<file path="src/rtl/jk_bank_sequencer_if.sv">
// Command/bank bus for jk_bank_sequencer.
//  master : command source and JK bank (drives cmd_*, abort, q_in)
//  slave  : sequencer (drives cmd_ready, j_out, k_out, busy, done, err, result)
interface jk_bank_sequencer_if #(
  parameter int unsigned N  = 4,
  parameter int unsigned CW = 8
);
  logic          cmd_valid;
  logic          cmd_ready;
  logic [2:0]    cmd_op;
  logic [N-1:0]  cmd_data;
  logic [CW-1:0] cmd_count;
  logic          abort;
  logic [N-1:0]  q_in;
  logic [N-1:0]  j_out;
  logic [N-1:0]  k_out;
  logic          busy;
  logic          done;
  logic          err;
  logic [N-1:0]  result;

  modport slave (
    input  cmd_valid, cmd_op, cmd_data, cmd_count, abort, q_in,
    output cmd_ready, j_out, k_out, busy, done, err, result
  );

  modport master (
    output cmd_valid, cmd_op, cmd_data, cmd_count, abort, q_in,
    input  cmd_ready, j_out, k_out, busy, done, err, result
  );
endinterface

</file>
<file path="src/rtl/jk_bank_sequencer.sv">
// Command-driven controller for an external bank of N JK flip-flops.
// Accepts one command, drives j/k for the required number of cycles, then
// checks the bank output against the expected value and reports done/err.
// Ports:
//  clk  : clock, rising edge (bank shares it)
//  rst  : asynchronous, active-low reset
//  bus  : jk_bank_sequencer_if.slave (command handshake, bank j/k/q, status)
module jk_bank_sequencer #(
  parameter int unsigned N  = 4,
  parameter int unsigned CW = 8
) (
  input  logic                clk,
  input  logic                rst,
  jk_bank_sequencer_if.slave  bus
);

  localparam logic [2:0] OP_HOLD   = 3'd0;
  localparam logic [2:0] OP_CLEAR  = 3'd1;
  localparam logic [2:0] OP_SET    = 3'd2;
  localparam logic [2:0] OP_TOGGLE = 3'd3;
  localparam logic [2:0] OP_LOAD   = 3'd4;
  localparam logic [2:0] OP_COUNT  = 3'd5;

  typedef enum logic [1:0] {
    S_IDLE  = 2'd0,
    S_APPLY = 2'd1,
    S_CHECK = 2'd2
  } state_e;

  state_e        state_q, state_d;
  logic [2:0]    op_q, op_d;
  logic [N-1:0]  data_q, data_d;
  logic [N-1:0]  q_start_q, q_start_d;
  logic [CW-1:0] rem_q, rem_d;
  logic [CW-1:0] rem_init_q, rem_init_d;
  logic          done_q, done_d;
  logic          err_q, err_d;
  logic [N-1:0]  result_q, result_d;

  logic [N-1:0]  expected_c;
  logic [CW-1:0] count_sum_c;
  logic [CW-1:0] accept_cnt_c;
  logic [N-1:0]  j_c, k_c;
  logic          carry_c;

  // State and command registers
  always_ff @(posedge clk or negedge rst) begin
    if (!rst) begin
      state_q    <= S_IDLE;
      op_q       <= 3'd0;
      data_q     <= '0;
      q_start_q  <= '0;
      rem_q      <= '0;
      rem_init_q <= '0;
      done_q     <= 1'b0;
      err_q      <= 1'b0;
      result_q   <= '0;
    end else begin
      state_q    <= state_d;
      op_q       <= op_d;
      data_q     <= data_d;
      q_start_q  <= q_start_d;
      rem_q      <= rem_d;
      rem_init_q <= rem_init_d;
      done_q     <= done_d;
      err_q      <= err_d;
      result_q   <= result_d;
    end
  end

  // Cycle count latched at accept: zero means one, single-shot ops always one
  always_comb begin
    accept_cnt_c = (bus.cmd_count == '0) ? CW'(1) : bus.cmd_count;
    if (bus.cmd_op == OP_CLEAR || bus.cmd_op == OP_SET || bus.cmd_op == OP_LOAD) begin
      accept_cnt_c = CW'(1);
    end
  end

  // Expected bank value after rem_init updates
  always_comb begin
    count_sum_c = CW'(q_start_q) + rem_init_q;
    expected_c  = q_start_q;
    case (op_q)
      OP_HOLD:   expected_c = q_start_q;
      OP_CLEAR:  expected_c = '0;
      OP_SET:    expected_c = '1;
      OP_TOGGLE: expected_c = rem_init_q[0] ? (q_start_q ^ data_q) : q_start_q;
      OP_LOAD:   expected_c = data_q;
      OP_COUNT:  expected_c = count_sum_c[N-1:0];
      default:   expected_c = q_start_q;
    endcase
  end

  // Next-state logic
  always_comb begin
    state_d    = state_q;
    op_d       = op_q;
    data_d     = data_q;
    q_start_d  = q_start_q;
    rem_d      = rem_q;
    rem_init_d = rem_init_q;
    done_d     = 1'b0;
    err_d      = 1'b0;
    result_d   = result_q;
    case (state_q)
      S_IDLE: begin
        if (bus.cmd_valid) begin
          op_d       = bus.cmd_op;
          data_d     = bus.cmd_data;
          q_start_d  = bus.q_in;
          rem_d      = accept_cnt_c;
          rem_init_d = accept_cnt_c;
          if (bus.cmd_op > OP_COUNT) begin
            // Illegal op completes immediately without touching the bank
            done_d = 1'b1;
            err_d  = 1'b1;
          end else begin
            state_d = S_APPLY;
          end
        end
      end
      S_APPLY: begin
        if (bus.abort) begin
          state_d = S_IDLE;
        end else begin
          rem_d = rem_q - CW'(1);
          if (rem_q == CW'(1)) begin
            state_d = S_CHECK;
          end
        end
      end
      S_CHECK: begin
        state_d = S_IDLE;
        if (!bus.abort) begin
          done_d   = 1'b1;
          err_d    = (bus.q_in != expected_c);
          result_d = bus.q_in;
        end
      end
      default: state_d = S_IDLE;
    endcase
  end

  // Bank j/k drive; only APPLY moves the bank
  always_comb begin
    j_c     = '0;
    k_c     = '0;
    carry_c = 1'b1;
    if (state_q == S_APPLY) begin
      case (op_q)
        OP_HOLD:   begin j_c = '0;      k_c = '0;       end
        OP_CLEAR:  begin j_c = '0;      k_c = '1;       end
        OP_SET:    begin j_c = '1;      k_c = '0;       end
        OP_TOGGLE: begin j_c = data_q;  k_c = data_q;   end
        OP_LOAD:   begin j_c = data_q;  k_c = ~data_q;  end
        OP_COUNT: begin
          // Ripple counter: bit i toggles when all lower bits are one
          for (int i = 0; i < int'(N); i++) begin
            j_c[i]  = carry_c;
            k_c[i]  = carry_c;
            carry_c = carry_c & bus.q_in[i];
          end
        end
        default:   begin j_c = '0;      k_c = '0;       end
      endcase
    end
  end

  assign bus.j_out     = j_c;
  assign bus.k_out     = k_c;
  assign bus.cmd_ready = (state_q == S_IDLE);
  assign bus.busy      = (state_q != S_IDLE);
  assign bus.done      = done_q;
  assign bus.err       = err_q;
  assign bus.result    = result_q;

endmodule
</file>
<file path="src/flat_wrapper.sv">
// flat-port wrapper written by rule: the top's interface ports become plain ports
module jk_bank_sequencer_flat 
#(
  parameter int unsigned N  = 4,
  parameter int unsigned CW = 8
)
  (clk, rst, bus_cmd_valid, bus_cmd_op, bus_cmd_data, bus_cmd_count, bus_abort, bus_q_in, bus_cmd_ready, bus_j_out, bus_k_out, bus_busy, bus_done, bus_err, bus_result);
  jk_bank_sequencer_if #(.N(N), .CW(CW)) bus_i ();
  input  logic clk;
  input  logic rst;
  input wire logic [$bits(bus_i.cmd_valid)-1:0] bus_cmd_valid;
  input wire logic [$bits(bus_i.cmd_op)-1:0] bus_cmd_op;
  input wire logic [$bits(bus_i.cmd_data)-1:0] bus_cmd_data;
  input wire logic [$bits(bus_i.cmd_count)-1:0] bus_cmd_count;
  input wire logic [$bits(bus_i.abort)-1:0] bus_abort;
  input wire logic [$bits(bus_i.q_in)-1:0] bus_q_in;
  output wire logic [$bits(bus_i.cmd_ready)-1:0] bus_cmd_ready;
  output wire logic [$bits(bus_i.j_out)-1:0] bus_j_out;
  output wire logic [$bits(bus_i.k_out)-1:0] bus_k_out;
  output wire logic [$bits(bus_i.busy)-1:0] bus_busy;
  output wire logic [$bits(bus_i.done)-1:0] bus_done;
  output wire logic [$bits(bus_i.err)-1:0] bus_err;
  output wire logic [$bits(bus_i.result)-1:0] bus_result;
  assign bus_i.cmd_valid = bus_cmd_valid;
  assign bus_i.cmd_op = bus_cmd_op;
  assign bus_i.cmd_data = bus_cmd_data;
  assign bus_i.cmd_count = bus_cmd_count;
  assign bus_i.abort = bus_abort;
  assign bus_i.q_in = bus_q_in;
  assign bus_cmd_ready = bus_i.cmd_ready;
  assign bus_j_out = bus_i.j_out;
  assign bus_k_out = bus_i.k_out;
  assign bus_busy = bus_i.busy;
  assign bus_done = bus_i.done;
  assign bus_err = bus_i.err;
  assign bus_result = bus_i.result;
  jk_bank_sequencer #(.N(N), .CW(CW)) u_core (.clk(clk), .rst(rst), .bus(bus_i));
endmodule
</file>
<file path="config.mk">
export PLATFORM = sky130hd
export DESIGN_NAME = jk_bank_sequencer_flat
export DESIGN_NICKNAME = d
export VERILOG_FILES = /design/src/rtl/jk_bank_sequencer_if.sv /design/src/rtl/jk_bank_sequencer.sv /design/src/flat_wrapper.sv
export SDC_FILE = /design/constraint.sdc
export NUM_CORES = 1
export LEC_CHECK = 0
export CORE_MARGIN = 2
export CORE_UTILIZATION = 50
export DETAILED_ROUTE_END_ITERATION = 7
export PLACE_DENSITY_LB_ADDON = 0.12
export SYNTH_ARGS = -nofsm -noshare
export SYNTH_HDL_FRONTEND = slang
export SYNTH_SLANG_ARGS = --single-unit
</file>
<file path="constraint.sdc">
create_clock -name clk -period 3.1 [get_ports clk]
set_clock_uncertainty 0.2 [all_clocks]
set_input_delay 0.62 -clock clk [delete_from_list [all_inputs] [get_ports clk]]
set_output_delay 0.62 -clock clk [all_outputs]
set_load 0.005 [all_outputs]
</file>
; After elaboration in Yosys (flattened, before gate mapping)
; Index checks and enable logic that the tools add are counted.
[op_classes]
n_addsub = 2
n_lt_le_gt_ge = 1
eq_ne = 16
mux = 22
n_bitwise = 5
n_reduce_logical = 11
[ops]
columns = operator, count
row1 = 8-bit two-way mux, 4
row2 = 4-bit one-hot mux with 5 select lines, 1
row3 = 4-bit one-hot mux with 4 select lines, 1
row4 = 8-bit one-hot mux with 2 select lines, 1
row5 = 4-bit two-way mux, 3
row6 = 4-bit one-hot mux with 3 select lines, 1
row7 = 3-bit by 2-bit equality test with 1-bit output (second input constant), 3
row8 = 3-bit equality test (second input constant), 3
row9 = 8-bit by 1-bit equality test with 1-bit output (second input constant), 1
row10 = 8-bit zero test, 1
row11 = 2-bit two-way mux, 4
row12 = 8-bit by 1-bit subtractor with 8-bit output (second input constant), 1
row13 = 3-bit by 1-bit equality test with 1-bit output (second input constant), 2
row14 = 2-bit != test (second input constant), 3
row15 = 3-bit AND reduction, 2
row16 = 4-bit adder, 1
row17 = 1-bit two-way mux, 4
row18 = 4-bit != test, 1
row19 = 4-bit NOT, 1
row20 = 1-bit one-hot mux with 2 select lines, 2
row21 = 2-bit one-hot mux with 2 select lines, 1
row22 = 2-bit AND reduction, 2
row23 = 2-bit nonzero test, 2
row24 = 4-bit bitwise XOR, 1
row25 = 9 further kinds, 11
[word_totals]
ff_bits = 31
input_bits = 23
output_inout_bits = 16
elab_cells = 66

; Logic depth before layout (Yosys ltp)
; Gate-level depths: netlist (run 1).
[depth]
ltp_word = 6
depth_mapped = 7
ltp_nobuf = 7

; Worst setup path before layout (run 1)
; OpenSTA, ideal clock, no wires.
[synth_path]
path_type = reg2reg
from = register u_core.rem_init_q[0]
to = register u_core.err_q (netlist: u_core.bus.err)
setup_time_ns = 0.088
arrival_time_ns = 2.116
required_time_ns = 2.812
slack_ns = 0.696
stages_incl_launch_ff = 8
n_path_buf = 0
period_less_slack_ns = 2.404
cell_sequence = dfrtp_1 > ha_1 > fa_1 > xor2_1 > a221o_1 > a222oi_1 > a31oi_1 > a41oi_1
[synth_via]
elab_chain_len = 5
word_cells_on_any_way = 6
classes_between = add/sub (1) / eq/ne (1) / mux (4)
[synth_rtl]
columns = item, line_no
row1 = "start, declared", jk_bank_sequencer.sv:35  ; logic [CW-1:0] rem_init_q, rem_init_d;
row2 = "start signal, assigned", jk_bank_sequencer.sv:64  ; rem_init_q <= rem_init_d;
row3 = 4-bit adder / 4-bit two-way mux (equally long branches), "jk_bank_sequencer.sv:81, jk_bank_sequencer.sv:87"
row4 = 4-bit one-hot mux with 5 select lines *, jk_bank_sequencer.sv:83  ; case (op_q)
row5 = 4-bit != test *, jk_bank_sequencer.sv:136  ; err_d = (bus.q_in != expected_c);
row6 = 1-bit two-way mux *, jk_bank_sequencer.sv:134  ; if (!bus.abort) begin
row7 = 1-bit one-hot mux with 2 select lines *, jk_bank_sequencer.sv:105  ; case (state_q)
row8 = net u_core.err_d, jk_bank_sequencer.sv:37  ; logic err_q, err_d;
row9 = "end signal, assigned", jk_bank_sequencer.sv:66  ; err_q <= err_d;
row10 = "end, declared", jk_bank_sequencer.sv:37
; The timed path passes the listed nets; every way through them passes the cells marked *.
; A chain may end at the register's enable or synchronous reset.

; Worst setup path in the final report (run 1)
[layout_path]
from = input bus_q_in[2]
to = output bus_k_out[3]
[layout_via]
elab_chain_len = 3
[layout_rtl]
columns = item, line_no
row1 = "start, declared", flat_wrapper.sv:16  ; input wire logic [$bits(bus_i.q_in)-1:0] bus_q_in;
row2 = 1-bit bitwise AND, jk_bank_sequencer.sv:161  ; carry_c = carry_c & bus.q_in[i];
row3 = 4-bit one-hot mux with 4 select lines, jk_bank_sequencer.sv:150  ; case (op_q)
row4 = 4-bit two-way mux, jk_bank_sequencer.sv:149  ; if (state_q == S_APPLY) begin
row5 = "end, declared", flat_wrapper.sv:19  ; output wire logic [$bits(bus_i.k_out)-1:0] bus_k_out;
; Every way passes these cells.

==> results.md, run 1 <==
- The run finished with clean final reports.
- The congestion estimate from routability-driven global placement came to 0.816.
- Counting flops with an async set or reset pin after synthesis yields a share of 100%.
- The average routed wire per standard cell is 15.1 µm.
- The clock tree buffer depth is 2.
- The compound-cell area share of the yosys netlist is 24.4%.
- The routed wire length on met2 is 2340 µm.
- The vertical die dimension is 68.5 µm.
- The wire length the detailed router placed on met1 is 2300 µm.
- The cell area that synthesis handed to floorplanning was 2080 µm².
- After routing, the total negative slack on setup checks comes to 0 ns.
- The root buffer cell is clkbuf_8.
- Once layout is done, the placed cells without fillers occupy 2630 µm².
- STA classifies the critical path endpoint as an output port.
- The ratio of cells with drive above 1 in the final layout is 13.7%.
- The H-tree was split into 2 levels.
- Detailed placement ended at an HPWL of 3670 µm.
- Entering global routing, the biggest net connects 32 pins.
- For this run, the share of the core covered by cells in the final layout is 65.8%.
- The worst ir drop on vdd is 0.000394 V.
- Leaving out filler cells and counting taps, the final layout contains 327.
- Leaving out fill and tap cells, the most frequent cell in the layout is clkdlybuf4s50_1.
- The multiplexer area fraction after synthesis is 7.57%.
- The synthesis-to-finish area growth is 26.4%.
- After synthesis, the largest family of logic cells by area is compound AO/OA/AOI/OAI gates.
- The number of clock buffers added by TritonCTS is 5.
- The clock reaches the later pin of the worst-skew pair after 0.28 ns.
- After detailed routing, the total wire length is 4940 µm.
- Clock-pin slew was measured on the worst setup and hold paths at 0.07 ns.
- Traced cell by cell, the critical path runs through clkdlybuf4s50_1, nand3_1, a21oi_1, o21ai_0, a21oi_1, clkdlybuf4s50_1.
- The actual slew at the worst max-slew pin is 0.801 ns.
- The number of maximum-capacitance constraint violations is 0.
- The clock period minus worst slack is 2.96 ns.
- The total of flip-flops plus latches after synthesis is 31.
- A synthesized cell averages 8.82 µm².
- For this configuration, the core starts out at a cell density of 52.0%.
- The power dissipated by switching net loads is 756 µW.
- The path class of the tightest hold or removal check is reg2reg.
- The number of antenna violations at the first check in global routing came to 0.
- Summed over all layers, the global routing overflow is 0.
- The number of nets in the final layout is 306.
- TritonCTS built the clock tree.
- The final count of hold timing violations is 0.
- The relative slew slack is 46.1%.
- The post-place setup slack is 0.0388 ns.
- The horizontal extent of the die is 68.5 µm.
- Of the total power, the clock network draws 16.9%.
- Pin placement for this block handled 39 I/O pins.
- After detailed placement, the design holds a cell count of 320.
- Post-CTS repair changed the size of 0 cells.
- Synthesis instantiated 50 different standard cells from the library.
- STA puts the critical path data required time at 2.28 ns.
- For the worst setup path, the data arrival time is 2.14 ns.
- On the worst path, the slowest cell contributes a delay of 0.52 ns.
- Of all nets on the critical path, the largest fanout is 2.
- The kind of critical path is in2out.
- Per report_power, the combinational group accounts for 46.1% of the total.
- After Yosys synthesis, XOR and XNOR cells account for 3.79% of the synthesized area.
- The most frequently used flop master after synthesis is dfrtp_1.
- The via density per instance is 5.82.
- The cell area power density is 727 nW/µm².
- The count of buffers added on input and output ports is 38.
- For this block, the initial DRC count from the detailed router was 165.
- The number of global-route vias before repair was 1689.
- Counting both buffers and inverters, the worst setup path holds a total of 2.
- After detailed routing, the number of remaining DRC violations is 0.
- The first-pass iteration count of the detailed router is 4.
- Summing the sequential cell areas from Yosys gives 37.3% of the chip area.
- In this run the cell area measured after placement is 2530 µm².
- Dividing the final minimum period by the clock period gives 95.6%.
- After detailed routing, the met3 layer carries 216 µm of wire.
- The top cell types in the final layout, fill and taps aside, are 36 x clkdlybuf4s50_1, 29 x dfrtp_1, 25 x o21ai_0.
- The switching share of total power is 39.5%.
- The clock net in this run drives a total of 31 sinks.
- The synthesized instance count is 236.
- Post-CTS timing repair inserted 0 buffers for setup.
- The wire length of the first global-routing pass is 8020 µm.
- Summed over all cells, the static leakage comes to 1.14 nW.
- The floorplan step defined a core boundary enclosing 4000 µm².
- The highest layer touched by signal routing is met4.
- After layout, the worst setup slack is 0.138 ns.
- The area share of fa/ha/maj cells after synthesis is 4.45%.
- The net count after synthesis is 265.
- The number of antenna diodes in the final layout is 0.
- The die covers 4700 µm².
- The simple-gate area share of the yosys netlist is 17.0%.
- The detail route stage leaves a number of antenna-violating nets equal to 0.
- Derived from the worst setup path, the maximum achievable clock frequency is 338 MHz.
- The number of hold buffers added after cts is 0.
- The synthesis warning total is 0.
- The category of the worst setup path launch point is an input port.
- The internal power of the cells is 1.16 mW.
- The final-report max-slew violation count is 0.
- The master of the slowest instance on the critical path is clkdlybuf4s50_1.
- In this run, flip-flops and latches consume 36.9% of the power.
- The dominant delay contributor by cell family on the critical path is buffers and inverters.
- Setup violations remaining at the end of the flow were counted as 0.
- For this run, the total global-route usage over all layers was measured as 23.2%.
- Setup repair after global routing left no endpoint under its margin.
- Summing over every cut layer, the via total after detailed routing is 1902.
- The number of enable-type register cells in the synthesized netlist is 0.
- The floorplan has 23 rows.
==> power by group through the flow <==
stage               Sequential [mW]  Clock (mW)  Combinational [mW]
CTS                           0.701       0.331               0.882
global route                  0.732       0.347               0.988
global placement              0.702           0               0.867
detailed placement            0.708           0               0.879
floorplan                     0.640           0               0.650
finish                        0.706       0.324               0.883
==> tightest hold or removal path, cell delays in order (launching register included) <==
cell	delay (ns)
dfrtp_1	0.35
nand2_1	0.05
o21ai_0	0.06
==> state kept, by name, indices dropped and copies added (netlist names) <==
| register | count |
|---|---|
| u_core.state_q | 2 |
| u_core.rem_init_q | 4 |
| u_core.bus.result | 4 |
| u_core.data_q | 4 |
| u_core.bus.done | 1 |
| u_core.rem_q | 8 |
| u_core.op_q | 3 |
| u_core.q_start_q | 4 |
| u_core.bus.err | 1 |
==> logic make-up after synthesis <==
kind of cell / count (synthesis)
mux: 14
buf+inv: 26
flops: 31
compound gates: 79
fa+ha+maj: 7
xor+xnor: 9
simple gates: 70
==> cell type report <==
class / count / area [µm²]
Clock inverter: 1 / 5.00
Tap cell: 50 / 62.6
Multi-Input combinational cell: 179 / 1190
Timing Repair Buffer: 49 / 468
Inverter: 11 / 41.3
Sequential cell: 31 / 778
Clock buffer: 6 / 82.6
Fill cell: 360 / 1370
==> Yosys cell counts, types with 2 or more instances <==
library cell  instances  area share, %
dfrtp_1              31             37
o21ai_0              25            6.0
nand2_1              23            4.1
nor2_1               17            3.1
a21oi_1              15            3.6
mux2_2               14            7.6
inv_1                11            2.0
clkbuf_1              9            1.6
a31oi_1               7            2.1
nor3_1                6            1.4
xor2_1                6            2.5
ha_1                  5            3.0
a21o_1                4            1.4
a22oi_1               4            1.4
a32oi_1               4            1.7
nand2b_1              4            1.2
a21boi_0              3            1.1
and3b_1               3            1.3
nor2b_1               3           0.90
xnor2_1               3            1.3
a41oi_1               2           0.84
and2_1                2           0.60
and4_1                2           0.84
buf_1                 2           0.36
buf_2                 2           0.48
buf_6                 2            1.1
nand3_1               2           0.48
nor4_1                2           0.60
o22ai_1               2           0.60
==> final timing paths <==
check	slack, ns	cells past startpoint	from	to
worst min register to register	0.30	2	u_core.rem_init_q[3]	u_core.rem_init_q[3]
max in group asynchronous	1.86	2	rst	u_core.op_q[2]
worst max register to register	0.54	7	u_core.q_start_q[0]	u_core.bus.err
worst max-delay path	0.14	6	bus_q_in[2]	bus_k_out[3]
worst min-delay path	0.30	2	u_core.rem_init_q[3]	u_core.rem_init_q[3]
min in group asynchronous	0.53	2	rst	u_core.rem_q[4]
==> layer usage <==
metal | track usage (%) | vias up
met4 | 7.50 | 0
met5 | 0 | -
met2 | 37.5 | 53
met1 | 31.2 | 893
li1 | - | 947
met3 | 4.38 | 9
==> stage by stage <==
step / hold slack [ns] / power, mW
2_1_floorplan: 0.124 / 1.29
3_3_place_gp: 0.273 / 1.57
3_5_place_dp: 0.292 / 1.59
4_1_cts: 0.308 / 1.91
5_1_grt: 0.342 / 2.07
6_report: 0.303 / 1.91
Power figures use the tool's default switching activity.
==> run 2, diff against run 1 <==
--- a/config.mk
+++ b/config.mk
@@ -7,6 +7,7 @@
 export LEC_CHECK = 0
 export CORE_MARGIN = 2
 export CORE_UTILIZATION = 50
+export CTS_CLUSTER_DIAMETER = 200
 export DETAILED_ROUTE_END_ITERATION = 7
 export PLACE_DENSITY_LB_ADDON = 0.12
 export SYNTH_ARGS = -nofsm -noshare
==> results of run 2 <==
Final layout, timing and power as in run 1 (identical DEF).
